==> config.mk <==
export PLATFORM = sky130hd
export DESIGN_NAME = uart_rx_frame_ctrl
export DESIGN_NICKNAME = d
export VERILOG_FILES = /design/src/rtl/uart_rx_frame_ctrl.sv
export SDC_FILE = /design/constraint.sdc
export NUM_CORES = 1
export LEC_CHECK = 0
export ABC_AREA = 1
export BUFFER_PORTS_ARGS = -buffer_cell sky130_fd_sc_hd__clkbuf_2
export CORE_MARGIN = 2
export CORE_UTILIZATION = 50
export CTS_CLUSTER_SIZE = 30
export DETAILED_ROUTE_END_ITERATION = 7
export PLACE_DENSITY = 0.69
export REMOVE_ABC_BUFFERS = 1
export SLEW_MARGIN = 20
export SYNTH_ARGS = -nofsm -noshare
export SYNTH_HDL_FRONTEND = slang
export SYNTH_SLANG_ARGS = --single-unit
export TNS_END_PERCENT = 50
==> constraint.sdc <==
create_clock -name baud -period 3.3 [get_ports baud]
set_input_delay 0 -clock baud [delete_from_list [all_inputs] [get_ports baud]]
set_output_delay 0 -clock baud [all_outputs]
set_load 0.005 [all_outputs]
==> src/rtl/uart_rx_frame_ctrl.sv <==
// uart_rx_frame_ctrl
// Frame assembler sitting behind a byte-level UART receiver. It hunts for a
// sync byte, collects CMD, LEN, payload and checksum, then holds the verified
// frame for a consumer until it is acknowledged. Line errors, bad lengths,
// bad checksums, inter-byte timeouts and bytes dropped while a frame is held
// are each reported as single-cycle pulses.
//
// state    | meaning
// ---------+-----------------------------------------------------------
// HUNT  0  | idle, discarding bytes until SYNC_BYTE arrives
// CMD   1  | waiting for the command byte
// LEN   2  | waiting for the payload length byte
// PAYLOAD 3| storing payload bytes into the buffer
// CSUM  4  | waiting for the checksum byte
// HOLD  5  | verified frame presented on frame_* / rd_data until frame_ack
// 6, 7     | unused, fall back to HUNT

module uart_rx_frame_ctrl #(
  parameter logic [7:0] SYNC_BYTE     = 8'hA5,
  parameter int         MAX_PAYLOAD   = 16,
  parameter int         TIMEOUT_TICKS = 4096
) (
  input  logic       baud,
  input  logic       rst,
  input  logic       ctrl_en,
  output logic       rx_enable,
  input  logic [7:0] rx_data,
  input  logic       rx_done,
  input  logic       rx_busy,
  input  logic       rx_error,
  output logic       frame_valid,
  input  logic       frame_ack,
  output logic [7:0] frame_cmd,
  output logic [4:0] frame_len,
  input  logic [3:0] rd_addr,
  output logic [7:0] rd_data,
  output logic       err_line,
  output logic       err_len,
  output logic       err_csum,
  output logic       err_timeout,
  output logic       err_drop,
  output logic [2:0] state
);

  localparam int              IDX_W   = $clog2(MAX_PAYLOAD);
  localparam int              TO_W    = $clog2(TIMEOUT_TICKS + 1);
  localparam logic [TO_W-1:0] TO_LAST = TO_W'(TIMEOUT_TICKS - 1);
  localparam logic [7:0]      MAX_LEN = 8'(MAX_PAYLOAD);

  typedef enum logic [2:0] {
    S_HUNT    = 3'd0,
    S_CMD     = 3'd1,
    S_LEN     = 3'd2,
    S_PAYLOAD = 3'd3,
    S_CSUM    = 3'd4,
    S_HOLD    = 3'd5
  } state_t;

  state_t          cur_state;
  logic [7:0]      acc;
  logic [4:0]      idx;
  logic [7:0]      cmd_q;
  logic [4:0]      len_q;
  logic [TO_W-1:0] to_cnt;
  logic [7:0]      buffer [MAX_PAYLOAD];
  logic            in_frame;
  logic            is_sync;

  // Frame-in-progress states share the abort and timeout rules.
  assign in_frame = (cur_state == S_CMD) || (cur_state == S_LEN) ||
                    (cur_state == S_PAYLOAD) || (cur_state == S_CSUM);
  assign is_sync  = (rx_data == SYNC_BYTE);
  assign state    = cur_state;

  // Frame sequencer: state, working registers, published frame and error pulses.
  always_ff @(posedge baud) begin
    if (rst) begin
      cur_state   <= S_HUNT;
      rx_enable   <= 1'b0;
      frame_valid <= 1'b0;
      frame_cmd   <= 8'h00;
      frame_len   <= 5'd0;
      cmd_q       <= 8'h00;
      len_q       <= 5'd0;
      acc         <= 8'h00;
      idx         <= 5'd0;
      to_cnt      <= '0;
      err_line    <= 1'b0;
      err_len     <= 1'b0;
      err_csum    <= 1'b0;
      err_timeout <= 1'b0;
      err_drop    <= 1'b0;
    end else begin
      rx_enable   <= ctrl_en;
      err_line    <= 1'b0;
      err_len     <= 1'b0;
      err_csum    <= 1'b0;
      err_timeout <= 1'b0;
      err_drop    <= 1'b0;
      // Counter only survives idle cycles inside a frame; everything else clears it.
      to_cnt      <= '0;

      if (!ctrl_en) begin
        // Disable wins over every other event; buffer contents are left alone.
        cur_state   <= S_HUNT;
        frame_valid <= 1'b0;
      end else if (in_frame && rx_error) begin
        err_line  <= 1'b1;
        cur_state <= S_HUNT;
      end else if (in_frame && !rx_done) begin
        if (!rx_busy) begin
          if (to_cnt == TO_LAST) begin
            err_timeout <= 1'b1;
            cur_state   <= S_HUNT;
          end else begin
            to_cnt <= to_cnt + 1'b1;
          end
        end
      end else begin
        case (cur_state)
          S_HUNT: begin
            if (rx_error) begin
              err_line <= 1'b1;
            end else if (rx_done && is_sync) begin
              cur_state <= S_CMD;
              acc       <= 8'h00;
              idx       <= 5'd0;
            end
          end

          S_CMD: begin
            cmd_q     <= rx_data;
            acc       <= acc + rx_data;
            cur_state <= S_LEN;
          end

          S_LEN: begin
            if (rx_data > MAX_LEN) begin
              err_len   <= 1'b1;
              cur_state <= S_HUNT;
            end else begin
              len_q     <= rx_data[4:0];
              acc       <= acc + rx_data;
              cur_state <= (rx_data == 8'h00) ? S_CSUM : S_PAYLOAD;
            end
          end

          S_PAYLOAD: begin
            buffer[idx[IDX_W-1:0]] <= rx_data;
            acc <= acc + rx_data;
            idx <= idx + 5'd1;
            if ((idx + 5'd1) == len_q) begin
              cur_state <= S_CSUM;
            end
          end

          S_CSUM: begin
            if (rx_data == acc) begin
              // Publish the frame only once it has been verified.
              cur_state   <= S_HOLD;
              frame_valid <= 1'b1;
              frame_cmd   <= cmd_q;
              frame_len   <= len_q;
            end else begin
              err_csum  <= 1'b1;
              cur_state <= S_HUNT;
            end
          end

          S_HOLD: begin
            err_line <= rx_error;
            if (frame_ack) begin
              // Release the frame; a byte arriving on the same cycle is hunted.
              frame_valid <= 1'b0;
              if (rx_done && !rx_error && is_sync) begin
                cur_state <= S_CMD;
                acc       <= 8'h00;
                idx       <= 5'd0;
              end else begin
                cur_state <= S_HUNT;
              end
            end else if (rx_done && !rx_error) begin
              err_drop <= 1'b1;
            end
          end

          default: begin
            cur_state   <= S_HUNT;
            frame_valid <= 1'b0;
          end
        endcase
      end
    end
  end

  // Payload read port; indices past the held length read as zero.
  always_comb begin
    rd_data = 8'h00;
    if ({1'b0, rd_addr} < frame_len) begin
      rd_data = buffer[rd_addr];
    end
  end

endmodule

Word-level counts from Yosys, hierarchy flattened. Memories as Yosys holds them, arrays and structs flattened. Index checks and enable logic that the tools add are counted.

Register bits: 62. Latch bits: 0. RAM bits: 128. Memory bits (read-only): 0. Input bits: 19. Memories kept: 1.

Add/sub/neg operators: 3. Multiply operators: 0. Divide/modulo/power cells: 0. $lt $le $gt $ge: 2. Equality and inequality tests: 21. Shift operators: 0. Multiplexer cells: 41. Bitwise logic cells: 8. Reduce and logical (&&, ||, !) cells: 30.

Memory list: buffer (words 16, bits a word 8, rd ports 1, clocked after memory_dff 0, wr ports 1, RTL line 65) `logic [7:0] buffer [MAX_PAYLOAD];`.

Operator list (count): $mux 8 (6); $pmux 8 s4 (1); $mux 3 (10); $mux 5 (4); $pmux 3 s6 (1); $mux 1 (16); $pmux 5 s3 (1); $reduce_and 5->1 (3); $reduce_or 5->1 (3); $add 13x1->13 const B (1); $eq 13x12->1 const B (1); $ne 2x2->1 const B (6); $reduce_or 6->1 (2); $ne 3x3->1 const B (3); $reduce_and 9->1 (1); $add 8x8->8 (1); $eq 8x8->1 (1); $eq 8x8->1 const B (1); $gt 8x5->1 const B (1); $logic_not 8->1 (1); $not 1->1 (8); $reduce_and 8->1 (1); $eq 3x2->1 const B (2); $eq 3x3->1 const B (2); 19 further kinds (28).

Logic depth before layout (Yosys ltp).
Depth after elaboration: 10. Mapped depth: 14.

Worst setup path before layout. OpenSTA, ideal clock, no wires.

Path type: reg-to-reg. From: register cur_state[2] (netlist: state[2]). To: memory buffer[0][0] (enable). Library setup time: 0.370 ns. Arrival time: 1.588 ns. Data required time: 2.930 ns. Setup slack: 1.342 ns. Stages on the path, launching flop included: 11. Path buffers: 0. Period minus slack after synthesis: 1.958 ns. Cell sequence: dfxtp_1 > inv_1 > o21ai_2 > nand2_2 > nand2_1 > nand2_1 > inv_1 > nand2_1 > inv_1 > nand2_1 > nor2_1.

Word-level cells in the longest chain between the ends: 10. Elaborated cells between the ends (all ways): 15. Those cells by class: 4 x eq/ne; 6 x mux; 5 x reduce/logical.

Ends and longest elaborated chain: start, declared (RTL line 59) `state_t cur_state;`; start signal, assigned (RTL line 144) `cur_state <= (rx_data == 8'h00) ? S_CSUM : S_PAYLOAD;`; $eq 3x1->1 / $eq 3x2->1 (equally long branches) (RTL line 70) `assign in_frame = (cur_state == S_CMD) || (cur_state == S_LEN) ||`; $logic_or 1x1->1 (2 in series) (RTL line 70); $logic_or 1x1->1 (RTL line 71) `(cur_state == S_PAYLOAD) || (cur_state == S_CSUM);`; $logic_and 1x1->1 (RTL line 110) `end else if (in_frame && !rx_done) begin`; $mux 1 (RTL line 110); $mux 1 (*) (RTL line 107) `end else if (in_frame && rx_error) begin`; $mux 1 (*) (RTL line 103) `if (!ctrl_en) begin`; $mux 1 (*) (RTL line 77) `if (rst) begin`; $mux 1 (not written as such) (*) (RTL line 149) `buffer[idx[IDX_W-1:0]] <= rx_data;`; end, declared (RTL line 65).

Every way passes the cells marked *; elsewhere a longest branch is shown, timed or not.

Worst setup path after layout.
From: register cur_state[0] (netlist: state[0]). To: memory buffer[0][1] (enable).

The elaborated chain is that of the path after synthesis.

==> out/summary.txt <==
Buf/Inv on CP: 2
Sequential share of power: 54.4%
Yosys warns: 0
Psw: 1.025 mW
DRT Wirelength: 19810 µm
H-Tree Level Count: 4
Syn_area_per_cell: 9.657 µm²
Setup Skew: 0.01191 ns
FF-to-FF End: buffer[0][1]$_DFFE_PP_
Req. time, crit path: 3.36 ns
R2R depth: 9
Initial antenna violation count: 0
Ys async rst share: 0%
Post-synth top area share: 46.02%
Clock sink count: 190
Arr. time, crit path: 2.57 ns
Buffers on Ports: 49
Grt total ovfl: 0
Flop-to-flop setup slack: 0.79 ns
Final setup TNS: 0 ns
Slew headroom: 47.26%
Worst Setup End Kind: flop
Top_reg_cell synth: edfxtp_1
Tcrit/Tclk final: 75.91%
Drt drc: 0
Hold Slack: 0.08466 ns
Post-route cell area: 9427 µm²
Hpwl dp: 13150 µm
Post-DP Area: 8815 µm²
Dominant cells by area after synthesis: edfxtp_1 (46%), dfxtp_1 (15%), nand2_1 (6.8%)
Status: finished clean
Vias in the first global route: 6045
Final Max Slew Viols: 0
P_int: 3.642 mW
CTS clock-pin slew for the worst setup and hold paths: 0.06 ns
RSZ-0062 raised after global routing: no
Most used cell, CP: nand2_1
Reg-to-reg startpoint: state[0]$_SDFFE_PP0P_
Fill cells: 1464
Vias: 6250
CP peak stage delay: 0.60 ns
Critical path type: reg2reg
Cts bufs inserted: 17
Area leader, netlist: edfxtp_1
Slowest CP cell: nor2_1
IO Count: 50
Post-synth design cell area: 8353 µm²
Post-synth EDFFs: 128
Seq/Total Area, Yosys: 60.87%
Root buffer cell: clkbuf_16
Power share of the clock group: 39.9%
Routed len/inst: 17.23 µm
Max IR drop VDD: 0.0003723 V
Drt pass-1 iters: 5
CP max FO: 8
Vias/cell: 5.435
Total Routing Usage GR: 23.02%
Die H: 133.3 µm
Drt initial violations: 444
Critical Path Source Type: flop
P_leak: 3.537 nW
Distinct cells, synth: 38
Clock latency on the worst-skew pair: 0.43 ns
Tmin final: 2.505 ns
Postcts setup bufs: 0
Mapped Cells: 865
First-pass GRT wire length: 31020 µm
Stages on worst setup path: 9
Hold WC Path Type: in2reg
DIE WIDTH: 133.3 µm
Combinational power share: 5.7%
Switching share of power: 21.96%
Core area: 16470 µm²
Maximum number of pins on one net before global-route repair: 66
Worst slew pin tran: 0.7882 ns
Initial Util: 50.73%
Post-synthesis register bit count: 190
Final setup vio count: 0
Layout net count: 952
Clk buf depth: 2
CTS tree: yes
PwrDens: 495.1 nW/µm²
Power, Total: 4.667 mW
Cell Rows: 47
Share of post-route cells with drive strength above 1: 10.75%
Critical path cell sequence: o21ai_2, nand2_2, nand2_1, nand2_1, inv_1, nand2_1, inv_1, nand2_1, nor2_1
Critical Path End: buffer[0][1]$_DFFE_PP_
GP Congestion: 0.8806
CP delay by family, top: simple AND/OR/NAND/NOR gates
CP Launch Point: state[0]$_SDFFE_PP0P_
Number of routed nets with antenna violations: 0
ANT cells: 0
Final hold violation count: 0
Die ar.: 17760 µm²
Achievable frequency: 399.2 MHz
Area grow syn2layout: 12.85%
Max_cap viols: 0
-- layout by cell type (no fill, tap or decap), types with 5 or more instances in the layout --
| master | count |
|---|---|
| nand2_1 | 152 |
| edfxtp_1 | 128 |
| nor2_1 | 127 |
| a21oi_1 | 70 |
| o21ai_0 | 64 |
| inv_1 | 63 |
| dfxtp_1 | 62 |
| clkbuf_2 | 49 |
| nand3_1 | 40 |
| nor3_1 | 23 |
| clkbuf_16 | 17 |
| ha_1 | 15 |
| a221oi_1 | 14 |
| o22ai_1 | 13 |
| nand4_1 | 12 |
| buf_4 | 12 |
| dlygate4sd3_1 | 8 |
| xor2_1 | 5 |
| nand3b_1 | 5 |
-- power by group through the flow --
stage	Combinational [mW]	Sequential, mW	Clock (mW)
2_1_floorplan	0.119	2.59	0
3_3_place_gp	0.256	2.59	0
3_5_place_dp	0.258	2.59	0
4_1_cts	0.265	2.54	1.88
5_1_grt	0.293	2.54	1.99
6_report	0.267	2.54	1.86
-- repair_timing --
action                    in CTS  in global routing
hold buffers                   8                  0
gates resized for setup        0                  0
hold endpoints to repair      15                  0
-- worst min-delay path by stage --
stage | endpoint | startpoint | depth (start not counted) | slack (ns)
2_1_floorplan | acc[0]$_SDFFE_PP0P_ | rst | 1 | 0.07
3_3_place_gp | err_drop$_SDFF_PP0_ | frame_ack | 2 | 0.21
3_5_place_dp | err_drop$_SDFF_PP0_ | frame_ack | 2 | 0.20
4_1_cts | err_timeout$_SDFF_PP0_ | rx_done | 6 | 0.07
5_1_grt | buffer[2][4]$_DFFE_PP_ | rx_data[4] | 2 | 0.1
6_report | err_timeout$_SDFF_PP0_ | rx_done | 6 | 0.08
-- stage by stage --
step / cells / util (%) / worst slack, ns
floorplan: 829 / - / 1.342
global placement: 1110 / 53.53 / 0.9048
detailed placement: 1110 / 53.53 / 0.8190
CTS: 1150 / 57.25 / 0.8089
global route: 1150 / 57.25 / 0.5276
finish: 1150 / 57.25 / 0.7948
-- metal layers --
layer / GRT usage (%) / vias to the layer above / part of all wire, %
li1: - / 3117 / -
met1: 29.62 / 2896 / 43
met2: 39.23 / 210 / 49
met3: 4.680 / 27 / 6.3
met4: 7.506 / 0 / 1.9
met5: 0 / - / 0
-- cells by family (layout without fill, tap and decap cells) --
kind of cell / count (synthesis) / count (layout) / synth area share (%)
buffers and inverters: 102 / 167 / 4.748
adder cells (fa/ha/maj): 16 / 16 / 2.487
flip-flops: 190 / 190 / 60.87
XOR/XNOR: 9 / 9 / 0.9436
AO/OA/AOI/OAI: 176 / 176 / 11.94
AND/OR/NAND/NOR: 372 / 372 / 19.01
-- sequential cells by signal, summed over array words and instances (netlist names) --
register	count
to_cnt	13
state	3
err_len	1
rx_enable	1
err_line	1
err_csum	1
cmd_q	8
len_q	5
acc	8
buffer	128
frame_len	5
err_timeout	1
idx	5
frame_valid	1
err_drop	1
frame_cmd	8
-- cells in the mapped netlist (2+ instances only) --
cell type and instances:
clkbuf_1 22, dfxtp_1 62, o211ai_1 4, buf_2 5
edfxtp_1 128, a21oi_1 70, nand2_2 3, ha_1 15
xor2_1 5, xnor2_1 4, a22o_1 4, inv_1 63
nor3_1 23, o221ai_1 3, nand3_1 40, buf_1 7
o22ai_1 13, nand4_1 12, buf_4 2, nand2_1 152
a221oi_1 14, nor3b_1 3, nand3b_1 5, nor2_1 127
o21ai_0 64, inv_2 3
-- worst min-delay path: stages --
cell and delay [ns]:
clkbuf_2 0.07, inv_1 0.07, nand2_1 0.15, nor3_2 0.07, inv_1 0.06, nor2_1 0.04
-- layout make-up --
cell class / instances / area [µm²] / area share (%)
Timing Repair Buffer: 69 / 415.4 / 4.407
Inverter: 66 / 247.7 / 2.628
Clock buffer: 19 / 432.9 / 4.593
Tap cell: 220 / 275.3 / 2.920
Clock inverter: 13 / 98.84 / 1.049
Sequential cell: 190 / 5085 / 53.94
Multi-Input combinational cell: 573 / 2872 / 30.46
No activity file was read; power rests on OpenSTA's default activity.
